<file path="config.mk">
export PLATFORM = sky130hd
export DESIGN_NAME = slon_led_seq_flat
export DESIGN_NICKNAME = d
export VERILOG_FILES = /design/src/rtl/slon_pkg.sv /design/src/rtl/slon_led_seq_if.sv /design/src/rtl/slon_tick_gen.sv /design/src/rtl/slon_led_seq.sv /design/src/flat_wrapper.sv
export SDC_FILE = /design/constraint.sdc
export NUM_CORES = 1
export LEC_CHECK = 0
export CAP_MARGIN = 20
export CORE_ASPECT_RATIO = 0.8
export CORE_UTILIZATION = 50
export CTS_CLUSTER_SIZE = 40
export DETAILED_ROUTE_END_ITERATION = 12
export DONT_BUFFER_PORTS = 1
export GPL_TIMING_DRIVEN = 0
export HOLD_SLACK_MARGIN = 0.03
export PLACE_DENSITY = 0.7
export SYNTH_ARGS = -nofsm -noshare
export SYNTH_HDL_FRONTEND = slang
export SYNTH_SLANG_ARGS = --single-unit
</file>
<file path="constraint.sdc">
create_clock -name clk -period 2.6 [get_ports clk]
set_clock_uncertainty 0.2 [all_clocks]
set_input_delay 0.52 -clock clk [delete_from_list [all_inputs] [get_ports clk]]
set_output_delay 0.52 -clock clk [all_outputs]
set_load 0.02 [all_outputs]
</file>
<file path="src/rtl/slon_pkg.sv">
// Shared types and constants for the slon board LED sequencer.
// Pattern modes, bounce direction and per-mode reload values.
package slon_pkg;

    typedef enum logic [1:0] {
        LED_STATIC,
        LED_COUNT,
        LED_WALK,
        LED_BOUNCE
    } led_mode_t;

    typedef enum logic {
        DIR_UP,
        DIR_DOWN
    } led_dir_t;

    localparam logic [3:0] LED_STATIC_PAT  = 4'b1010;
    localparam logic [3:0] LED_ONEHOT_INIT = 4'b0001;

    function automatic logic [3:0] mode_init(led_mode_t m);
        logic [3:0] v;
        unique case (m)
            LED_STATIC: v = LED_STATIC_PAT;
            LED_COUNT:  v = 4'b0000;
            LED_WALK:   v = LED_ONEHOT_INIT;
            LED_BOUNCE: v = LED_ONEHOT_INIT;
        endcase
        return v;
    endfunction

endpackage

</file>
<file path="src/rtl/slon_led_seq_if.sv">
// Control/pattern bundle between the LED sequencer and its driver.
// The sequencer is the slave; the driver sets en/mode and reads led/stepTick.
interface slon_led_seq_if;
    import slon_pkg::*;

    logic      en;
    led_mode_t mode;
    logic [3:0] led;
    logic      stepTick;

    modport master (
        output en,
        output mode,
        input  led,
        input  stepTick
    );

    modport slave (
        input  en,
        input  mode,
        output led,
        output stepTick
    );

endinterface

</file>
<file path="src/rtl/slon_tick_gen.sv">
// Enable-gated prescaler producing a one-cycle tick every TICK_DIV cycles.
// Counter freezes while en is low so a paused step resumes where it left off.
module slon_tick_gen #(
    parameter int TICK_DIV = 12_500_000
) (
    input  logic clk,
    input  logic rst_n,
    input  logic en,
    output logic tick
);

    localparam int W = (TICK_DIV > 1) ? $clog2(TICK_DIV) : 1;
    localparam logic [W-1:0] LAST = W'(TICK_DIV - 1);

    logic [W-1:0] cnt_q;
    logic [W-1:0] cnt_d;

    assign tick = en && (cnt_q == LAST);

    always_comb begin
        cnt_d = cnt_q;
        if (tick) begin
            cnt_d = '0;
        end else if (en) begin
            cnt_d = cnt_q + W'(1);
        end
    end

    always_ff @(posedge clk or negedge rst_n) begin
        if (!rst_n) begin
            cnt_q <= '0;
        end else begin
            cnt_q <= cnt_d;
        end
    end

endmodule

</file>
<file path="src/rtl/slon_led_seq.sv">
// LED pattern sequencer: static, binary count, walking one, ping-pong.
// A mode change is taken only on a tick and reloads instead of stepping.
module slon_led_seq
    import slon_pkg::*;
#(
    parameter int TICK_DIV = 12_500_000
) (
    input  logic           clk,
    input  logic           rst_n,
    slon_led_seq_if.slave  bus
);

    logic      tick;
    logic [3:0] led_q, led_d;
    led_mode_t mode_q, mode_d;
    led_dir_t  dir_q, dir_d;
    logic      step_q;
    logic [3:0] shl, shr;

    slon_tick_gen #(
        .TICK_DIV (TICK_DIV)
    ) u_tick (
        .clk   (clk),
        .rst_n (rst_n),
        .en    (bus.en),
        .tick  (tick)
    );

    assign shl = {led_q[2:0], 1'b0};
    assign shr = {1'b0, led_q[3:1]};

    always_comb begin
        led_d  = led_q;
        mode_d = mode_q;
        dir_d  = dir_q;
        if (tick) begin
            if (bus.mode != mode_q) begin
                mode_d = bus.mode;
                led_d  = mode_init(bus.mode);
                dir_d  = DIR_UP;
            end else begin
                unique case (mode_q)
                    LED_STATIC: led_d = LED_STATIC_PAT;
                    LED_COUNT:  led_d = led_q + 4'd1;
                    LED_WALK: begin
                        if (!$onehot(led_q)) begin
                            led_d = LED_ONEHOT_INIT;
                            dir_d = DIR_UP;
                        end else begin
                            led_d = {led_q[2:0], led_q[3]};
                        end
                    end
                    LED_BOUNCE: begin
                        // direction flips on reaching either end, not on leaving it
                        if (!$onehot(led_q)) begin
                            led_d = LED_ONEHOT_INIT;
                            dir_d = DIR_UP;
                        end else if (dir_q == DIR_UP) begin
                            led_d = shl;
                            if (shl == 4'b1000) dir_d = DIR_DOWN;
                        end else begin
                            led_d = shr;
                            if (shr == 4'b0001) dir_d = DIR_UP;
                        end
                    end
                endcase
            end
        end
    end

    always_ff @(posedge clk or negedge rst_n) begin
        if (!rst_n) begin
            led_q  <= LED_STATIC_PAT;
            mode_q <= LED_STATIC;
            dir_q  <= DIR_UP;
            step_q <= 1'b0;
        end else begin
            led_q  <= led_d;
            mode_q <= mode_d;
            dir_q  <= dir_d;
            step_q <= tick;
        end
    end

    assign bus.led      = led_q;
    assign bus.stepTick = step_q;

endmodule

</file>
<file path="src/flat_wrapper.sv">
// flat-port wrapper written by rule: the top's interface ports become plain ports
module slon_led_seq_flat import slon_pkg::*;
#(
    parameter int TICK_DIV = 12_500_000
)
  (clk, rst_n, bus_en, bus_mode, bus_led, bus_stepTick);
  slon_led_seq_if bus_i ();
  input  logic clk;
  input  logic rst_n;
  input wire logic [$bits(bus_i.en)-1:0] bus_en;
  input wire logic [$bits(bus_i.mode)-1:0] bus_mode;
  output wire logic [$bits(bus_i.led)-1:0] bus_led;
  output wire logic [$bits(bus_i.stepTick)-1:0] bus_stepTick;
  assign bus_i.en = bus_en;
  assign bus_i.mode = bus_mode;
  assign bus_led = bus_i.led;
  assign bus_stepTick = bus_i.stepTick;
  slon_led_seq #(.TICK_DIV(TICK_DIV)) u_core (.clk(clk), .rst_n(rst_n), .bus(bus_i));
endmodule
</file>
==> load_flow_metrics.sql <==
INSERT INTO impl_metrics (metric_group, metric, value, unit) VALUES
('outcome', 'outcome', 'complete, but fails checks', ''),
('outcome', 'violations', 'setup timing', ''),
('flow_run', 'maxCapViolCount', '0', ''),
('clock_network', 'clk_pin_slew_worst_paths', '0.07', 'ns'),
('synthesis', 'synth_largest_area_cell', 'sky130_fd_sc_hd__dfrtp_1', ''),
('routing', 'vias_per_cell', '6.22', ''),
('floorplanning', 'die_area', '3910', 'um2'),
('floorplanning', 'io_pins', '10', ''),
('sta', 'rsz0062_at_grt', 'true', ''),
('worst_setup_path', 'crit_path_max_incr_delay', '0.69', 'ns'),
('worst_setup_path', 'worstSetupPathType', 'flip-flop to flip-flop', ''),
('synthesis', 'asyncSetResetFlopFracSynth', '1.00', ''),
('sta', 'final_count_of_negative_setup_slack_endpoints', '5', ''),
('synthesis', 'yosys.cell_count.top_type', 'sky130_fd_sc_hd__dfrtp_1', ''),
('worst_setup_path', 'crit_chain', 'inv_2 > ha_4 > ha_4 > fa_2 > or3b_4 > a311oi_2 > o221a_2 > o41ai_1', ''),
('sta', 'period_minus_slack', '2.87', 'ns'),
('clock_network', 'number_of_clock_buffers_inserted_by_tritoncts', '5', ''),
('synthesis', 'synthCells', '181', ''),
('final_layout', 'multiInputGateArea', '1030', 'um2'),
('worst_setup_path', 'cp-end-kind', 'flip-flop', ''),
('final_layout', 'fin_nets', '205', ''),
('synthesis', 'netlist_area_pre_place', '1830', 'um2'),
('worst_setup_path', 'cell_mode_on_critical_path', 'sky130_fd_sc_hd__ha_4', ''),
('clock_network', 'tritoncts_num_sinks', '32', ''),
('grt', 'vias_in_the_first_global_route', '1480', ''),
('final_layout', 'finish.instance_area', '2120', 'um2'),
('routing', 'detailroute.via_count', '1473', ''),
('final_layout', 'fillers', '299', ''),
('synthesis', 'synth_seq_area_share', '0.439', ''),
('grt', 'grt_util_all_layers', '0.227', ''),
('synthesis', 'synth_enable_flop_cells', '0', ''),
('synthesis', 'synth.area.top_cells', 'sky130_fd_sc_hd__dfrtp_1, sky130_fd_sc_hd__xnor2_1, sky130_fd_sc_hd__mux2i_1', ''),
('worst_setup_path', 'worst-endpoint-required', '2.55', 'ns'),
('worst_setup_path', 'worst_setup_path_start_kind', 'flip-flop', ''),
('sta', 'post-route-period-util', '1.10', ''),
('power_and_ir_drop', 'peakVddDrop', '0.000391', 'V'),
('worst_setup_path', 'crit_path_max_fanout', '7', ''),
('clock_network', 'cts_tree', 'done', ''),
('routing', 'drc_errors', '0', ''),
('power_and_ir_drop', 'total_power', '1230', 'uW'),
('worst_setup_path', 'critPathLaunch', 'u_core.bus.led[1]', ''),
('place', 'buffer_ports.inserted', '0', ''),
('sta', 'holdWs', '0.171', 'ns'),
('floorplanning', 'die_width', '69.6', 'um'),
('grt', 'grt_max_degree', '33', ''),
('synthesis', 'synth_top_area_frac', '0.410', ''),
('clock_network', 'clock-root-buffer', 'sky130_fd_sc_hd__clkbuf_8', ''),
('grt', 'globalRouteOverflowTotal', '0', ''),
('routing', 'wire_per_inst', '16.8', 'um'),
('synthesis', 'postSynthRegisterBits', '32', ''),
('worst_hold_path', 'min_path_type', 'primary input to flip-flop', ''),
('routing', 'wirelength', '3970', 'um'),
('floorplanning', 'floorplan.core_area', '3470', 'um2'),
('sta', 'finalMaxSlewViolations', '0', ''),
('routing', 'drt_pass1_iterations', '4', ''),
('synthesis', 'syn-num-nets', '192', ''),
('sta', 'slew_headroom', '0.314', ''),
('floorplanning', 'rows', '19', ''),
('place', 'hpwlAfterDp', '2870', 'um'),
('final_layout', 'final_layout_size_suffix_gt1_frac', '0.174', ''),
('place', 'place.gp.congestion', '0.949', ''),
('final_layout', 'diode_count', '0', ''),
('synthesis', 'ys.warnings.count', '0', ''),
('sta', 'timing.final.ws_setup', '-0.271', 'ns'),
('sta', 'timing_hold_violations_final', '0', ''),
('synthesis', 'dominantRegCellSynth', 'sky130_fd_sc_hd__dfrtp_1', ''),
('final_layout', 'layout-area-overhead-vs-synth', '16.1', '%'),
('grt', 'grt_antenna_before_repair', '0', ''),
('worst_setup_path', 'crit_path_top_delay_cell', 'sky130_fd_sc_hd__dfstp_2', ''),
('routing', 'initialDrtViolationCount', '79', ''),
('clock_network', 'clk-insertion-delay-late', '0.29', 'ns');
==> layer usage <==
layer,GRT usage,up-vias,wire [um]
met5,0,-,0
met1,0.309,725,1940
met2,0.356,32,1840
li1,-,711,-
met3,0.0489,5,154
met4,0.0857,0,40
==> layout make-up <==
cell class,instances,share of cell area
plain buffers,6,0.0124
clock buffers,7,0.0453
inverters,7,0.0124
multi-input cells,136,0.484
well taps,42,0.0247
flip-flops and latches,32,0.379
clock inverters,1,0.0141
repair buffers,6,0.0283
==> kinds of logic (layout without fill, tap and decap cells) <==
group | Yosys count | after routing | share of synthesized area
adders and majority gates | 6 | 6 | 0.0451
xor gates and xnor gates | 15 | 15 | 0.0718
AOI/OAI and AO/OA | 36 | 36 | 0.139
muxes | 9 | 9 | 0.0506
DFF | 32 | 32 | 0.439
and+or+nand+nor | 70 | 70 | 0.226
buffers and inverters | 13 | 27 | 0.0287
==> stage by stage <==
step / std cells / setup TNS [ns] / setup WS (ns) / utilization
after floorplan: 181 / -0.104 / -0.104 / -
after global placement: 223 / -0.622 / -0.262 / 0.550
after detailed placement: 223 / -0.828 / -0.301 / 0.550
after CTS: 237 / -0.933 / -0.265 / 0.611
after global routing: 237 / -1.36 / -0.348 / 0.612
final: 237 / -0.952 / -0.271 / 0.612
==> where the power goes <==
part	internal [uW]	switching, uW
combinational	51.5	56.1
sequential	538	60.3
clock	338	185
total	927	302
==> registers in the layout, indices dropped and copies added (netlist names) <==
register             cells
u_core.u_tick.cnt_q     24
u_core.dir_q             1
u_core.bus.stepTick      1
u_core.bus.led           4
u_core.mode_q            2
==> path summary, 6_finish.rpt <==
kind | end | slack, ns | depth (start not counted)
max in group asynchronous | u_core.bus.led[3] | 1.48 | 2
worst min-delay path | u_core.u_tick.cnt_q[1] | 0.17 | 1
worst max-delay path | u_core.bus.led[0] | -0.27 | 8
min in group asynchronous | u_core.u_tick.cnt_q[20] | 0.48 | 2
worst min register to register | u_core.u_tick.cnt_q[18] | 0.30 | 1
worst max register to register | u_core.bus.led[0] | -0.27 | 8
==> placed cells by master, fill, tap and decap left out, drive strengths merged, types with 2 or more instances in the layout <==
cell / instances
and3: 5
nand2: 7
a21oi: 5
xnor2: 10
dfstp: 2
o211ai: 2
clkbuf: 10
mux2i: 7
nand2b: 3
inv: 7
and4: 2
dfrtp: 30
or4: 3
o221ai: 3
nor3: 3
ha: 5
or3b: 2
nand4: 7
o21ai: 11
xor2: 5
o31ai: 2
o32ai: 2
buf: 8
nor4: 6
nor2: 10
mux2: 2
a2bb2oi: 3
nand3: 14
==> what timing repair did <==
item                       4_1_cts  5_1_grt
hold endpoints to repair        32        0
setup buffers                    4        0
pin swaps                        5        2
hold buffers                     2        0
gates resized for setup          5        1
setup endpoints to repair        5        5
==> critical path, delay by kind of cell, from the launching register on <==
kind                     cells  cell delay [ns]
flip-flops                   1             0.69
AND/OR/NAND/NOR              1             0.42
buffers and inverters        1             0.09
AO/OA/AOI/OAI                3             0.48
adder cells (fa/ha/maj)      3             0.86
Note: power is estimated with default switching activity, not from simulation.
==> edit, RTL diff (same flow settings) <==
Reset style: synchronous (`rst_n`), changed in 2 clocked blocks.
--- a/src/rtl/slon_tick_gen.sv
+++ b/src/rtl/slon_tick_gen.sv
@@ -26,7 +26,7 @@
         end
     end
 
-    always_ff @(posedge clk or negedge rst_n) begin
+    always_ff @(posedge clk) begin
         if (!rst_n) begin
             cnt_q <= '0;
         end else begin
--- a/src/rtl/slon_led_seq.sv
+++ b/src/rtl/slon_led_seq.sv
@@ -68,7 +68,7 @@
         end
     end
 
-    always_ff @(posedge clk or negedge rst_n) begin
+    always_ff @(posedge clk) begin
         if (!rst_n) begin
             led_q  <= LED_STATIC_PAT;
             mode_q <= LED_STATIC;
Check against the original RTL: no difference found for any inputs over 10 cycles, from zero or initial values and one cycle with rst_n low; that may be too few to reach the edited logic, so the function may still have changed.
==> edit against the original RTL <==
The flow still finishes with violations (negative setup slack); worst setup slack better by 180 ps; routed wire length is 9.5% higher; critical path type unchanged; synthesized area up 0.62%; sequential cell count unchanged; hold slack worse by 21 ps; design area down 1.2%.
Power is not compared: it rests on default switching activity, and its combinational part moved more than twofold at a synthesized area within 25%.
==> edit: results (changes against the original RTL) <==
| Metric | Value |
|---|---|
| Iteration-0 DRC count of the detailed router | `103 (+30%)` |
| Synthesized Nets | `222 (+16%)` |
| Primary flip-flop cell chosen by synthesis mapping | `sky130_fd_sc_hd__dfxtp_1` |
| Critical path peak fanout | `6 (-1)` |
| Register with the most flip-flops | `u_core.u_tick.cnt_q` |
| Fraction of final layout cells with drive strength greater than 1 | `17.9% (+0.50 points)` |
| Detail-routed via count per cell | `6.30 (+1.4%)` |
| Number of global-route vias before repair | `1,487 (+0.47%)` |
| Diodes inserted | `0 (unchanged)` |
| Clock edge transition at the registers on the reported setup and hold paths | `70 ps (about the same)` |
| HPWL after detailed placement | `3180 um (+11%)` |
| Number of filler cells placed in the layout | `288 (-3.7%)` |
| Maximum buffer depth of the clock tree | `2 (unchanged)` |
| Cell area reported after detailed placement | `0.00191 sq mm (-0.13%)` |
| Async SR Flop Fraction | `0% (-100 points)` |
| Global Route Usage Sum | `23.4% (+0.73 points)` |
| Gp weighted congestion | `0.939 (-1.1%)` |
| Largest cells by area after synthesis | `sky130_fd_sc_hd__dfxtp_1 35%, sky130_fd_sc_hd__xor2_1 4.3%, sky130_fd_sc_hd__a21oi_1 4.1%` |
| Arr. time, crit path | `2690 ps (-130 ps)` |
| First-pass GRT wire length | `7220 um (+4.0%)` |
| Pleak | `0.712 nW` |
| Post-detailed-route wirelength per cell | `16.4 um (-2.1%)` |
| Path type of the worst min-delay path | `in2reg` |
| Number of failing setup endpoints in the final timing report | `2 (-3)` |
| Yosys warning count | `0 (unchanged)` |
| Violations in the final reports | `negative setup slack` |
| Final layout net count | `234 (+14%)` |
| Outcome | `complete, but fails checks` |
| Leftover overflow at the end of global routing | `0 (unchanged)` |
| Minimum setup slack in the final design | `-93.2 ps (+178 ps)` |
| Register area share after synthesis | `34.8% (-9.1 points)` |
| Commonest cells post-synth | `32 x sky130_fd_sc_hd__dfxtp_1, 19 x sky130_fd_sc_hd__nor2_1, 15 x sky130_fd_sc_hd__a21oi_1` |
| Largest net degree at the start of global routing | `11 (-67%)` |
| Number of different library cells in the post-synthesis netlist | `47 (-2.1%)` |
| Slew at the pin closest to its max-slew limit | `504 ps (-515 ps)` |
==> edit: kinds of logic after synthesis <==
logic type      after synthesis  synth area share [%]
compound gates               47                  17.1
flops                        32                  34.8
xor+xnor                     15                  7.14
buf+inv                      18                  5.64
simple gates                 90                  29.2
fa+ha+maj                     6                  4.49
mux                           3                  1.63
==> edit: critical path, stage by stage, from the launching register on <==
cell and delay, ps:
sky130_fd_sc_hd__dfxtp_4 420, sky130_fd_sc_hd__inv_4 50, sky130_fd_sc_hd__ha_4 250, sky130_fd_sc_hd__ha_4 160
sky130_fd_sc_hd__fa_1 450, sky130_fd_sc_hd__or3b_4 420, sky130_fd_sc_hd__o21bai_4 180, sky130_fd_sc_hd__a221o_1 300
sky130_fd_sc_hd__a32oi_1 160
==> edit: final timing paths <==
path,start,to,slack (ps),cells after the start
setup / recovery,u_core.bus.led[1],u_core.bus.led[1],-90,8
hold / removal,rst_n,u_core.bus.led[3],150,1
setup reg to reg,u_core.bus.led[1],u_core.bus.led[1],-90,8
hold reg to reg,u_core.u_tick.cnt_q[20],u_core.u_tick.cnt_q[20],270,2
==> edit: power by group through the flow <==
| stage | clock [mW] | combinational, mW | sequential (mW) |
|---|---|---|---|
| finish | 0.351 | 0.0299 | 0.494 |
| global route | 0.385 | 0.0323 | 0.494 |
| CTS | 0.357 | 0.0294 | 0.494 |
| detailed placement | 0 | 0.0290 | 0.506 |
| global placement | 0 | 0.0278 | 0.506 |
| floorplan | 0 | 0.0230 | 0.505 |
==> edit: area by class of cell <==
| cell class | instances | area, sq um | area share (%) |
|---|---|---|---|
| Sequential cell | 32 | 653 | 31.1 |
| Inverter | 7 | 31.3 | 1.49 |
| Clock buffer | 7 | 76.3 | 3.64 |
| Timing Repair Buffer | 5 | 41.3 | 1.97 |
| Multi-Input combinational cell | 161 | 1170 | 55.6 |
| Buffer | 11 | 77.6 | 3.70 |
| Tap cell | 42 | 52.6 | 2.50 |
==> edit: per-layer routing <==
layer	vias up	routed length (um)	part of all wire, %	GRT usage (%)
li1	821	-	-	-
met1	791	2170	50	35.1
met2	54	1840	42	31.3
met3	4	297	6.8	5.75
met4	0	40	0.92	10.0
met5	-	0	0	0
==> edit: through the flow <==
stage                     setup slack (ps)  std cells  setup TNS [ps]
after floorplan                       4.33        211               0
after global routing                  -149        265            -264
after CTS                            -68.1        262           -68.1
after detailed placement              -161        253            -372
final                                -93.2        265            -126
after global placement                -115        253            -193
==> edit: repair_timing <==
action	CTS	global route
resized for setup	9	6
setup endpoints to repair	3	4
setup buffers	2	3
pin swaps	3	3
